===== src/rtl/nbr_table_ctrl.sv =====
// nbr_table_ctrl
// Sequencing controller for a node's neighbor table. It takes one neighbor
// advertisement at a time and searches the table for the advertised ID. It then
// either rewrites the matching entry or appends a new one. Finally it rescans the
// table and publishes the best next hop: the highest Q, with its ID and hop count.
//
// Ports
//   clock, reset        rising-edge clock, synchronous active-high reset
//   pkt_valid/ready     advertisement handshake (ready only while idle)
//   pkt_*               advertisement fields (id, cluster, energy, hops, q)
//   tbl_clr             empty the table (honoured only while idle)
//   tbl_addr, tbl_wr_*  table address, write strobe and write data
//   tbl_rd_*            table read data, valid one cycle after tbl_addr
//   neighbor_count      number of valid entries
//   max_q/best_*        best-neighbor summary, best_valid when meaningful
//   upd_done            one-cycle pulse when an update has finished
//   pkt_dropped         one-cycle pulse (with upd_done) when a new ID finds the table full
//
// Build option: define HOP_TIEBREAK_EN so that, among equal-Q entries, the one
// with fewer hops wins. Without it, the earliest entry with the maximum Q wins.
module nbr_table_ctrl #(
    parameter int WORD_WIDTH    = 16,
    parameter int MAX_NEIGHBORS = 16,
    parameter int ADDR_WIDTH    = 4
) (
    input  logic                  clock,
    input  logic                  reset,
    input  logic                  pkt_valid,
    output logic                  pkt_ready,
    input  logic [WORD_WIDTH-1:0] pkt_id,
    input  logic [WORD_WIDTH-1:0] pkt_cluster,
    input  logic [WORD_WIDTH-1:0] pkt_energy,
    input  logic [WORD_WIDTH-1:0] pkt_hops,
    input  logic [WORD_WIDTH-1:0] pkt_q,
    input  logic                  tbl_clr,
    output logic [ADDR_WIDTH-1:0] tbl_addr,
    output logic                  tbl_wr_en,
    output logic [WORD_WIDTH-1:0] tbl_wr_id,
    output logic [WORD_WIDTH-1:0] tbl_wr_cluster,
    output logic [WORD_WIDTH-1:0] tbl_wr_energy,
    output logic [WORD_WIDTH-1:0] tbl_wr_hops,
    output logic [WORD_WIDTH-1:0] tbl_wr_q,
    input  logic [WORD_WIDTH-1:0] tbl_rd_id,
    input  logic [WORD_WIDTH-1:0] tbl_rd_hops,
    input  logic [WORD_WIDTH-1:0] tbl_rd_q,
    output logic [ADDR_WIDTH:0]   neighbor_count,
    output logic [WORD_WIDTH-1:0] max_q,
    output logic [WORD_WIDTH-1:0] best_id,
    output logic [WORD_WIDTH-1:0] best_hops,
    output logic                  best_valid,
    output logic                  upd_done,
    output logic                  pkt_dropped
);

    typedef enum logic [2:0] {IDLE, S_ADDR, S_CMP, WRITE, C_ADDR, C_CMP, DONE} state_t;

    localparam logic [ADDR_WIDTH:0] CNT_ONE = (ADDR_WIDTH+1)'(1);
    localparam logic [ADDR_WIDTH:0] CNT_MAX = (ADDR_WIDTH+1)'(MAX_NEIGHBORS);

    state_t                state_q, state_d;
    logic [ADDR_WIDTH-1:0] idx_q, idx_d;
    logic [ADDR_WIDTH-1:0] widx_q, widx_d;
    logic                  hit_q, hit_d;
    logic                  drop_q, drop_d;
    logic [ADDR_WIDTH:0]   count_q, count_d;
    logic [WORD_WIDTH-1:0] lat_id_q, lat_id_d;
    logic [WORD_WIDTH-1:0] lat_cluster_q, lat_cluster_d;
    logic [WORD_WIDTH-1:0] lat_energy_q, lat_energy_d;
    logic [WORD_WIDTH-1:0] lat_hops_q, lat_hops_d;
    logic [WORD_WIDTH-1:0] lat_qv_q, lat_qv_d;
    logic [WORD_WIDTH-1:0] run_qv_q, run_qv_d;
    logic [WORD_WIDTH-1:0] run_id_q, run_id_d;
    logic [WORD_WIDTH-1:0] run_hops_q, run_hops_d;
    logic                  run_valid_q, run_valid_d;
    logic [WORD_WIDTH-1:0] max_q_q, max_q_d;
    logic [WORD_WIDTH-1:0] best_id_q, best_id_d;
    logic [WORD_WIDTH-1:0] best_hops_q, best_hops_d;
    logic                  best_valid_q, best_valid_d;

    logic                  is_last;
    logic                  full;
    logic                  cand_wins;
    logic [ADDR_WIDTH-1:0] wr_addr;
    logic [WORD_WIDTH-1:0] sel_qv, sel_id, sel_hops;

    // idx addresses the last valid entry when idx+1 == count
    assign is_last = (({1'b0, idx_q} + CNT_ONE) == count_q);
    assign full    = (count_q == CNT_MAX);
    assign wr_addr = hit_q ? widx_q : count_q[ADDR_WIDTH-1:0];

    // Strict Q improvement always wins; ties keep the earlier entry unless
    // the hop tiebreak is built in.
    always_comb begin
        cand_wins = !run_valid_q || (tbl_rd_q > run_qv_q);
`ifdef HOP_TIEBREAK_EN
        if (run_valid_q && (tbl_rd_q == run_qv_q) && (tbl_rd_hops < run_hops_q))
            cand_wins = 1'b1;
`else
        cand_wins = cand_wins;
`endif
    end

    assign sel_qv   = cand_wins ? tbl_rd_q    : run_qv_q;
    assign sel_id   = cand_wins ? tbl_rd_id   : run_id_q;
    assign sel_hops = cand_wins ? tbl_rd_hops : run_hops_q;

    always_comb begin
        state_d       = state_q;
        idx_d         = idx_q;
        widx_d        = widx_q;
        hit_d         = hit_q;
        drop_d        = drop_q;
        count_d       = count_q;
        lat_id_d      = lat_id_q;
        lat_cluster_d = lat_cluster_q;
        lat_energy_d  = lat_energy_q;
        lat_hops_d    = lat_hops_q;
        lat_qv_d      = lat_qv_q;
        run_qv_d      = run_qv_q;
        run_id_d      = run_id_q;
        run_hops_d    = run_hops_q;
        run_valid_d   = run_valid_q;
        max_q_d       = max_q_q;
        best_id_d     = best_id_q;
        best_hops_d   = best_hops_q;
        best_valid_d  = best_valid_q;

        case (state_q)
            IDLE: begin
                if (tbl_clr) begin
                    // Clear wins over a simultaneous packet; the packet waits.
                    count_d      = '0;
                    best_valid_d = 1'b0;
                end else if (pkt_valid) begin
                    lat_id_d      = pkt_id;
                    lat_cluster_d = pkt_cluster;
                    lat_energy_d  = pkt_energy;
                    lat_hops_d    = pkt_hops;
                    lat_qv_d      = pkt_q;
                    idx_d         = '0;
                    hit_d         = 1'b0;
                    drop_d        = 1'b0;
                    state_d       = (count_q == '0) ? WRITE : S_ADDR;
                end
            end
            S_ADDR: state_d = S_CMP;
            S_CMP: begin
                if (tbl_rd_id == lat_id_q) begin
                    hit_d   = 1'b1;
                    widx_d  = idx_q;
                    state_d = WRITE;
                end else if (is_last) begin
                    state_d = WRITE;
                end else begin
                    idx_d   = idx_q + 1'b1;
                    state_d = S_ADDR;
                end
            end
            WRITE: begin
                if (!hit_q && full) begin
                    drop_d  = 1'b1;
                    state_d = DONE;
                end else begin
                    if (!hit_q)
                        count_d = count_q + CNT_ONE;
                    idx_d       = '0;
                    run_qv_d    = '0;
                    run_valid_d = 1'b0;
                    state_d     = C_ADDR;
                end
            end
            C_ADDR: state_d = C_CMP;
            C_CMP: begin
                run_qv_d    = sel_qv;
                run_id_d    = sel_id;
                run_hops_d  = sel_hops;
                run_valid_d = 1'b1;
                if (is_last) begin
                    max_q_d      = sel_qv;
                    best_id_d    = sel_id;
                    best_hops_d  = sel_hops;
                    best_valid_d = 1'b1;
                    state_d      = DONE;
                end else begin
                    idx_d   = idx_q + 1'b1;
                    state_d = C_ADDR;
                end
            end
            DONE:    state_d = IDLE;
            default: state_d = IDLE;
        endcase
    end

    always_ff @(posedge clock) begin
        if (reset) begin
            state_q       <= IDLE;
            idx_q         <= '0;
            widx_q        <= '0;
            hit_q         <= 1'b0;
            drop_q        <= 1'b0;
            count_q       <= '0;
            lat_id_q      <= '0;
            lat_cluster_q <= '0;
            lat_energy_q  <= '0;
            lat_hops_q    <= '0;
            lat_qv_q      <= '0;
            run_qv_q      <= '0;
            run_id_q      <= '0;
            run_hops_q    <= '0;
            run_valid_q   <= 1'b0;
            max_q_q       <= '0;
            best_id_q     <= '1;
            best_hops_q   <= '1;
            best_valid_q  <= 1'b0;
        end else begin
            state_q       <= state_d;
            idx_q         <= idx_d;
            widx_q        <= widx_d;
            hit_q         <= hit_d;
            drop_q        <= drop_d;
            count_q       <= count_d;
            lat_id_q      <= lat_id_d;
            lat_cluster_q <= lat_cluster_d;
            lat_energy_q  <= lat_energy_d;
            lat_hops_q    <= lat_hops_d;
            lat_qv_q      <= lat_qv_d;
            run_qv_q      <= run_qv_d;
            run_id_q      <= run_id_d;
            run_hops_q    <= run_hops_d;
            run_valid_q   <= run_valid_d;
            max_q_q       <= max_q_d;
            best_id_q     <= best_id_d;
            best_hops_q   <= best_hops_d;
            best_valid_q  <= best_valid_d;
        end
    end

    assign pkt_ready      = (state_q == IDLE);
    assign tbl_addr       = (state_q == WRITE) ? wr_addr : idx_q;
    assign tbl_wr_en      = (state_q == WRITE) && (hit_q || !full);
    assign tbl_wr_id      = lat_id_q;
    assign tbl_wr_cluster = lat_cluster_q;
    assign tbl_wr_energy  = lat_energy_q;
    assign tbl_wr_hops    = lat_hops_q;
    assign tbl_wr_q       = lat_qv_q;
    assign neighbor_count = count_q;
    assign max_q          = max_q_q;
    assign best_id        = best_id_q;
    assign best_hops      = best_hops_q;
    assign best_valid     = best_valid_q;
    assign upd_done       = (state_q == DONE);
    assign pkt_dropped    = (state_q == DONE) && drop_q;

endmodule


===== config.mk =====
export PLATFORM = sky130hd
export DESIGN_NAME = nbr_table_ctrl
export DESIGN_NICKNAME = d
export VERILOG_FILES = /design/src/rtl/nbr_table_ctrl.sv
export SDC_FILE = /design/constraint.sdc
export NUM_CORES = 1
export LEC_CHECK = 0
export ABC_AREA = 1
export ABC_CLOCK_PERIOD_IN_PS = 2300
export CAP_MARGIN = 20
export CORE_ASPECT_RATIO = 1.25
export CORE_MARGIN = 2
export CORE_UTILIZATION = 30
export CTS_CLUSTER_SIZE = 8
export DETAILED_ROUTE_END_ITERATION = 8
export PLACE_DENSITY = 0.65
export SYNTH_ARGS = -nofsm -noshare
export SYNTH_HDL_FRONTEND = slang
export SYNTH_SLANG_ARGS = --single-unit
export TNS_END_PERCENT = 5

===== constraint.sdc =====
create_clock -name clock -period 2.3 [get_ports clock]
set_clock_uncertainty 0.15 [all_clocks]
set_input_delay 0.46 -clock clock [delete_from_list [all_inputs] [get_ports clock]]
set_output_delay 0.46 -clock clock [all_outputs]
set_load 0.1 [all_outputs]

Word-level counts from Yosys, hierarchy flattened. Cells that the tools add are included.

Multipliers: 0. Shift operators: 0. Bitwise operators: 1. Equality and inequality tests: 18. Order comparisons: 1. Reductions and logical operators: 25. Multiplexer cells: 36. Divide/modulo/power cells: 0. Add/subtract/negate cells: 3.

Operator list (number): $mux W16 (4); $pmux W16 S2 (1); $mux W4 (7); $pmux W3 S6 (1); $eq A16 B16 Y1 (1); $gt A16 B16 Y1 (1); $ne A2 B2 Y1 const B (8); $pmux W4 S4 (1); $mux W5 (3); $reduce_and A4 Y1 (3); $mux W2 (5); $pmux W5 S2 (1); $eq A3 B3 Y1 const B (3); $pmux W1 S2 (4); $reduce_and A2 Y1 (4); $reduce_bool A2 Y1 (4); $mux W1 (7); $eq A3 B2 Y1 const B (2); $mux W3 (2); $reduce_and A3 Y1 (2); $add A4 B1 Y5 const B (1); $add A5 B1 Y5 const B (1); $eq A5 B5 Y1 (1); $eq A5 B5 Y1 const B (1); other kinds (11) (16).

Output and inout bits: 142. Word-level logic and storage cells: 103. ROM bits: 0. Bits in registers: 196. Bits in latches: 0. Memories: 0. Memory bits (writable): 0. Input bits: 132.

Depth between registers and ports, before layout.
Word-level depth: 5. Gate-level depth with buffers: 19. Gate-level depth less buffers: 18.

Worst setup path after synthesis. No wires, ideal clock.

Path type: register to output. From: register state_q[2]. To: output port pkt_dropped. Path slack: -1.919 ns. Arrival time: 3.609 ns. Cell stages (with the launch flop): 4. Path buffers: 0. Data required time: 1.690 ns. Path through: dfxtp_1 inv_1 nor3_1 and2_1.

Longest elaborated chain between the ends: 2.

Ends and longest elaborated chain: start: declaration (line 60) `state_t state_q, state_d;`; start signal: assignment (line 216) `state_q <= state_d;`; $eq A3 B3 Y1; net upd_done (line 51) `output logic upd_done,`; $logic_and A1 B1 Y1 (line 252) `assign pkt_dropped = (state_q == DONE) && drop_q;`; end: declaration (line 52) `output logic pkt_dropped`.

The timed path passes the listed nets, and every way through them passes these cells.

Worst setup path after layout.
From: register state_q[0]. To: output port tbl_addr[2].

Longest elaborated chain between the ends: 2.

Ends and longest elaborated chain: $eq A3 B2 Y1 (line 239) `assign tbl_addr = (state_q == WRITE) ? wr_addr : idx_q;`; $mux W4 (line 239); end: declaration (line 36) `output logic [ADDR_WIDTH-1:0] tbl_addr,`.

Every way passes these cells.

==> impl_results.md <==
* Post-detailed-route wirelength per cell at 15.04 um
* H-Tree Depth at 4
* Max Clock Freq at 443.8 MHz
* Num CTS Buffers at 17
* Number of synthesized flops with an enable pin at 0
* Worst setup EP type: output pin
* Share of the yosys chip area belonging to registers at 44.06%
* Count of input and output buffers at 273
* Vias per inst at 4.647
* Min-Delay Path Class: input port to register
* Cell family contributing the most delay on the critical path: buffers and inverters
* Worst-case setup margin in the final layout at 0.04668 ns
* DRT antenna net count at 0
* Violation count after the first detailed-route iteration at 449
* Final HPWL DP at 21050 um
* Aggregate global routing overflow at 0
* Ratio of total power to cell area at 732.8 nW/um^2
* Synth async-reset ratio at 0%
* Final non-filler cell total at 2003
* # setup viols final at 0
* Pin count of the biggest net entering global routing at 88
* Slowest-stage cell, CP: dfxtp_2
* Worst flop-to-flop path endpoint: run_id_q[4]$_SDFFE_PP0P_
* Detailed-routing iteration count for the pre-antenna-repair pass at 5
* Number of max-slew violations in the final report at 0
* Area of the core at 29250 um^2
* Startpoint of the worst-slack reg-to-reg timing path: run_qv_q[10]$_SDFFE_PP0P_
* DRC viols at 0
* First-pass GRT wire length at 45290 um
* Nets in the synthesized netlist at 1457
* Combined global-route utilization of all metal layers at 18.61%
* Vert. Die Dim at 196.6 um
* Number of nets in the final layout at 1746
* Number of placed instances with taps included at 1952
* Unrepaired setup endpoints after global routing: true
* Synth Instances at 1306
* Buf/Inv on CP at 3
* Area of the die at 31080 um^2
* Chain of cells forming the critical path: inv_4 -> nor3_4 -> buf_6 -> o211ai_1 -> o21ai_2 -> buf_12
* Status: complete, no violations
* Row count at 70
* Routed vias at 9307
* Launch point of the critical path: state_q[0]$_SDFFE_PP0P_
* Cells on worst reg2reg path at 12
* Hold Crit Endpoint: run_qv_q[2]$_SDFFE_PP0P_
* Total wirelength of the detailed-routed design at 30130 um
* Vias in the first global route at 8777
* Path length in cells of the critical path at 6
* TritonCTS Sinks at 196
* Register-to-register setup slack at 0.10 ns
* Most used flip-flop cell after synthesis: dfxtp_1
* Period Utilization, post-route at 97.97%
* Actual transition at the worst max-transition pin at 0.4436 ns
* Area share of the leading cell type in the synthesized netlist at 44.06%
* CP Max Fanout at 8
* Share of post-route cells with drive strength above 1 at 20.47%
* Cell accounting for the most synthesized area: dfxtp_1
* Worst Setup Slack post-DPL at -0.4433 ns
* Final estimated routing congestion in global placement at 0.8173
* Critical path launch point type: register
* Synth area leaders: dfxtp_1 (44%), nand2_1 (12%), nor2_1 (11%), o21ai_0 (6.7%), inv_1 (5.3%)
* Number of I/O pins at 274
* CTS max path bufs at 2
* Number of distinct library cells after synthesis at 34
* Floorplan die width at 158.1 um
* Worst vdd rail ir drop at 0.4327 mV
* Clock latency reported for the late side of the worst-skew pair at 0.44 ns
* # hold bufs at CTS at 0
* Library cell used as clock root buffer: clkbuf_16
* Number of synthesized register bits at 196
* Leakage power summed over all cells at 6.004 nW
* Critical path data required time at 1.69 ns
* CP arrival at 1.64 ns
* Relative area change from synthesis to final layout at 48.90%
* Number of antenna violations at the first check in global routing at 0
* Hold Fails Final Rpt at 0
* Slowest Stage Delay on Critical Path at 0.35 ns
* Final critical delay including setup and external delays at 2.253 ns
* Number of cells on the worst hold path at 5
* Clock tree from TritonCTS: done
* Setup CP Type: register to output pin
* Average cell area after synthesis at 6.818 um^2
* Max-slew headroom at 70.42%
* Number of antenna cells inserted at 0
* Max-capacitance violation count at 0
* Hold path startpoint: tbl_rd_q[2]
* Starting Density at 30.44%
* Netlist area before placement at 8905 um^2
* Yosys warns at 0
* Clk pin slew, worst setup/hold paths at 0.07 ns
-- through the flow --
step,hold slack [ns],util (%),TNS (ns),area (um^2),total power [mW]
after CTS,0.3113,43.76,-0.01669,12800,9.776
after global routing,0.3094,45.33,-1.244,13260,10.17
after global placement,0.2876,41.48,-36.20,12130,6.704
final,0.2891,45.33,0,13260,9.716
after detailed placement,0.3027,41.48,-37.56,12130,6.722
after floorplan,0.2792,-,-13.18,8926,5.784
-- synthesized netlist by cell type (9+ instances only) --
library cell	number
a21oi_1	72
buf_2	24
clkbuf_1	42
dfxtp_1	196
ha_1	19
inv_1	126
nand2_1	287
nand3_1	80
nor2_1	254
o21a_1	17
o21ai_0	119
o21ai_1	11
xor2_1	9
-- worst register-to-register path: stages, from the launching register on --
cell and delay (ns):
dfxtp_2 0.32, inv_1 0.05, ha_1 0.30, nand4_1 0.13, nor3_2 0.25, nand3_2 0.13
nand2_4 0.14, nand2_8 0.13, clkbuf_16 0.20, nand2_1 0.06, nand2_1 0.06, o21ai_0 0.14
inv_1 0.05
-- power by group --
part           switching [mW]  internal (mW)  total (mW)
registers               0.124           3.58        3.70
clock network            1.38           1.56        2.94
logic                    2.15          0.919        3.07
-- worst max-delay path by stage --
stage                                            end  slack (ns)
final                                    tbl_addr[2]        0.05
after global routing      run_hops_q[4]$_SDFFE_PP0P_       -0.05
after CTS                                  tbl_wr_en       -0.02
after detailed placement      max_q[10]$_SDFFE_PP0N_       -0.44
after global placement        max_q[12]$_SDFFE_PP0N_       -0.44
after floorplan                          tbl_addr[0]       -0.42
-- sequential cells by signal (all words and copies together), names as in the netlist, 3 cells and up --
signal / flops
run_hops_q: 16
max_q: 16
idx_q: 4
tbl_wr_cluster: 16
best_hops: 16
neighbor_count: 5
tbl_wr_energy: 16
run_id_q: 16
widx_q: 4
state_q: 3
tbl_wr_hops: 16
run_qv_q: 16
tbl_wr_q: 16
best_id: 16
tbl_wr_id: 16
-- logic make-up (layout without fill, tap and decap cells) --
family                   count (synthesis)  after routing  synth area share, %
AO/OA/AOI/OAI                          231            231                13.78
adder cells (fa/ha/maj)                 19             19                2.670
XOR/XNOR                                13             13                1.279
buffers and inverters                  203            504                9.105
AND/OR/NAND/NOR                        644            644                29.10
flip-flops                             196            196                44.06
-- routing by layer --
layer	vias to the layer above	routed length, um	share of wire [%]	track usage [%]
li1	4710	-	-	-
met1	4264	12120	40	21.51
met2	311	15150	50	32.50
met3	22	2464	8.2	6.552
met4	0	397	1.3	4.838
met5	-	0	0	0
-- area by class of cell --
| class | instances | area, um^2 |
|---|---|---|
| sequential | 196 | 3953 |
| tap | 396 | 495.5 |
| inverter | 129 | 495.5 |
| timing repair buffer | 344 | 3327 |
| fill | 2977 | 15990 |
| clock inverter | 10 | 100.1 |
| multi-input combinational | 907 | 4428 |
| clock buffer | 21 | 460.4 |
-- cell usage in the layout, fill, tap and decap left out, types with 3 or more instances in the layout --
cell type        instances
inv_1                  112
buf_4                  181
buf_12                  22
inv_4                    3
o21ai_1                 25
inv_6                    3
xnor2_1                  4
nor3_1                   4
clkdlybuf4s50_1        118
nor3_4                   3
ha_4                    10
o211ai_1                 5
o21ai_2                  8
xor2_1                   9
o21a_1                  17
clkbuf_16               22
clkinv_4                 3
dfxtp_1                177
dlymetal6s2s_1          12
nand2_1                273
inv_2                   13
nand2_2                 12
o21ai_0                 97
nor2_1                 251
nand4_1                  6
a21oi_1                 71
nor2_2                   3
ha_1                     7
buf_6                    5
dfxtp_2                 17
nand3_1                 79
-- timing repair --
action	in CTS	in global routing
gates resized for setup	16	94
endpoints found under the hold margin	0	0
gates cloned	0	7
setup endpoints to repair	5	104
pin swaps	5	25
setup buffers	8	6
No activity file was read; power rests on OpenSTA's default activity.
==> edit, RTL diff (same flow settings) <==
The 7 states of `state_t` get a one-hot encoding in 7 bits.
--- a/src/rtl/nbr_table_ctrl.sv
+++ b/src/rtl/nbr_table_ctrl.sv
@@ -52,7 +52,7 @@
     output logic                  pkt_dropped
 );
 
-    typedef enum logic [2:0] {IDLE, S_ADDR, S_CMP, WRITE, C_ADDR, C_CMP, DONE} state_t;
+    typedef enum logic [6:0] {IDLE = 7'b0000001, S_ADDR = 7'b0000010, S_CMP = 7'b0000100, WRITE = 7'b0001000, C_ADDR = 7'b0010000, C_CMP = 7'b0100000, DONE = 7'b1000000} state_t;
 
     localparam logic [ADDR_WIDTH:0] CNT_ONE = (ADDR_WIDTH+1)'(1);
     localparam logic [ADDR_WIDTH:0] CNT_MAX = (ADDR_WIDTH+1)'(MAX_NEIGHBORS);
Check against the original RTL: no difference found for any inputs over 4 cycles, from zero or initial values and one cycle with reset high; so few cycles prove little.
==> edit against the original RTL <==
Area after synthesis up 2.8%; sequential cell count is 4 higher; setup slack worse by 0.069 ns; sequential power up 8.4%; total power increased by 24%; count of clock-buffer cells in the layout fell by 3; wire length decreased by 3.6%; the run now ends with setup timing left; design area rose by 0.91%.
==> edit: results (changes against the original RTL) <==
metric,value,unit,change
largest net degree at the start of global routing,115,,+31%
met3 Usage GRT,5.002,%,-1.6 points
HPWL after detailed placement,20350,um,-3.3%
peak supply drop,0.5915,mV,+37%
met2 GRT Util,31.79,%,-0.70 points
number of global-route vias before repair,8685,,-1.0%
GR Util met1,20.25,%,-1.3 points
Nets,1742,,-0.23%
sequential-to-total area share from yosys stat,43.72,%,-0.34 points
R2R depth,14,,+2
"top cells by area, synth","dfxtp_1 (44%), nand2_1 (11%), a21oi_1 (9.0%)",,
r2r startpoint,run_qv_q[9],,
R2R Path End,max_q[14],,
outcome,"finished, violations left",,
CP Capture Point,tbl_addr[3],,
metal2 WL,14580,um,-3.8%
final WL,29060,um,-3.6%
failing checks,setup timing,,
worst setup path startpoint,state_q[5],,
top cell type's share of synthesized area,43.72,%,-0.34 points
layout cells sized above 1,20.64,%,+0.16 points
CP Max Fanout,4,,-4
CP peak stage delay,0.40,ns,+0.05 ns
Vias/cell,4.547,,-2.1%
first-pass GRT wire length,44670,um,-1.4%
GPL Wtd Cong,0.7835,,-4.1%
Unique masters post-synth,32,,-5.9%
drt first-iter violations,529,,+18%
placed inst area,12350,sq um,+1.8%
metal3 WL,1940,um,-21%
Fin Setup TNS,-0.05768,ns,-0.05768 ns
# setup viols final,3,,+3
total track usage,17.55,%,-1.1 points
top post-synthesis cells by count,"nand2_1 (276), inv_1 (205), dfxtp_1 (200)",,
Setup WS post-layout,-0.02185,ns,-0.06853 ns
crit path DAT,1.71,ns,+0.07 ns
## edit: report_power, final
| group | total (mW) | switching [mW] | internal, mW |
|---|---|---|---|
| Clock | 3.11 | 1.47 | 1.64 |
| Combinational | 4.88 | 3.57 | 1.31 |
| Sequential | 4.01 | 0.220 | 3.79 |
| Total | 12.0 | 5.27 | 6.74 |
## edit: worst min path at each step
stage                                  from                end  slack (ns)  cells after the start
after CTS                 tbl_wr_cluster[7]  tbl_wr_cluster[7]        0.30                      2
after global placement          tbl_wr_q[1]        tbl_wr_q[1]        0.28                      2
after detailed placement        tbl_wr_q[1]        tbl_wr_q[1]        0.28                      2
after global routing      tbl_wr_energy[12]  tbl_wr_energy[12]        0.31                      2
final                           tbl_wr_q[1]        tbl_wr_q[1]        0.29                      2
after floorplan                   widx_q[3]          widx_q[3]        0.28                      2
## edit: logic make-up after synthesis
kind of cell	Yosys count	share of synthesized area (%)
AO/OA/AOI/OAI	297	16.42
buffers and inverters	293	13.12
AND/OR/NAND/NOR	474	21.86
adder cells (fa/ha/maj)	19	2.596
flip-flops	200	43.72
XOR/XNOR	23	2.282
## edit: timing repair
| item | in CTS | in global routing |
|---|---|---|
| gates resized for setup | 19 | 65 |
| hold buffers | 0 | 0 |
| setup buffers | 6 | 2 |
| endpoints found under the setup margin | 15 | 102 |
| cloned | 1 | 4 |
| pin swaps | 6 | 19 |
## edit: area by class of cell
| class | count | area (sq um) |
|---|---|---|
| fillers | 3029 | 16740 |
| clock buffers | 18 | 429.2 |
| multi-input cells | 813 | 4232 |
| flip-flops and latches | 200 | 4026 |
| inverters | 215 | 812.0 |
| well taps | 401 | 501.7 |
| clock inverters | 14 | 167.7 |
| repair buffers | 344 | 3211 |
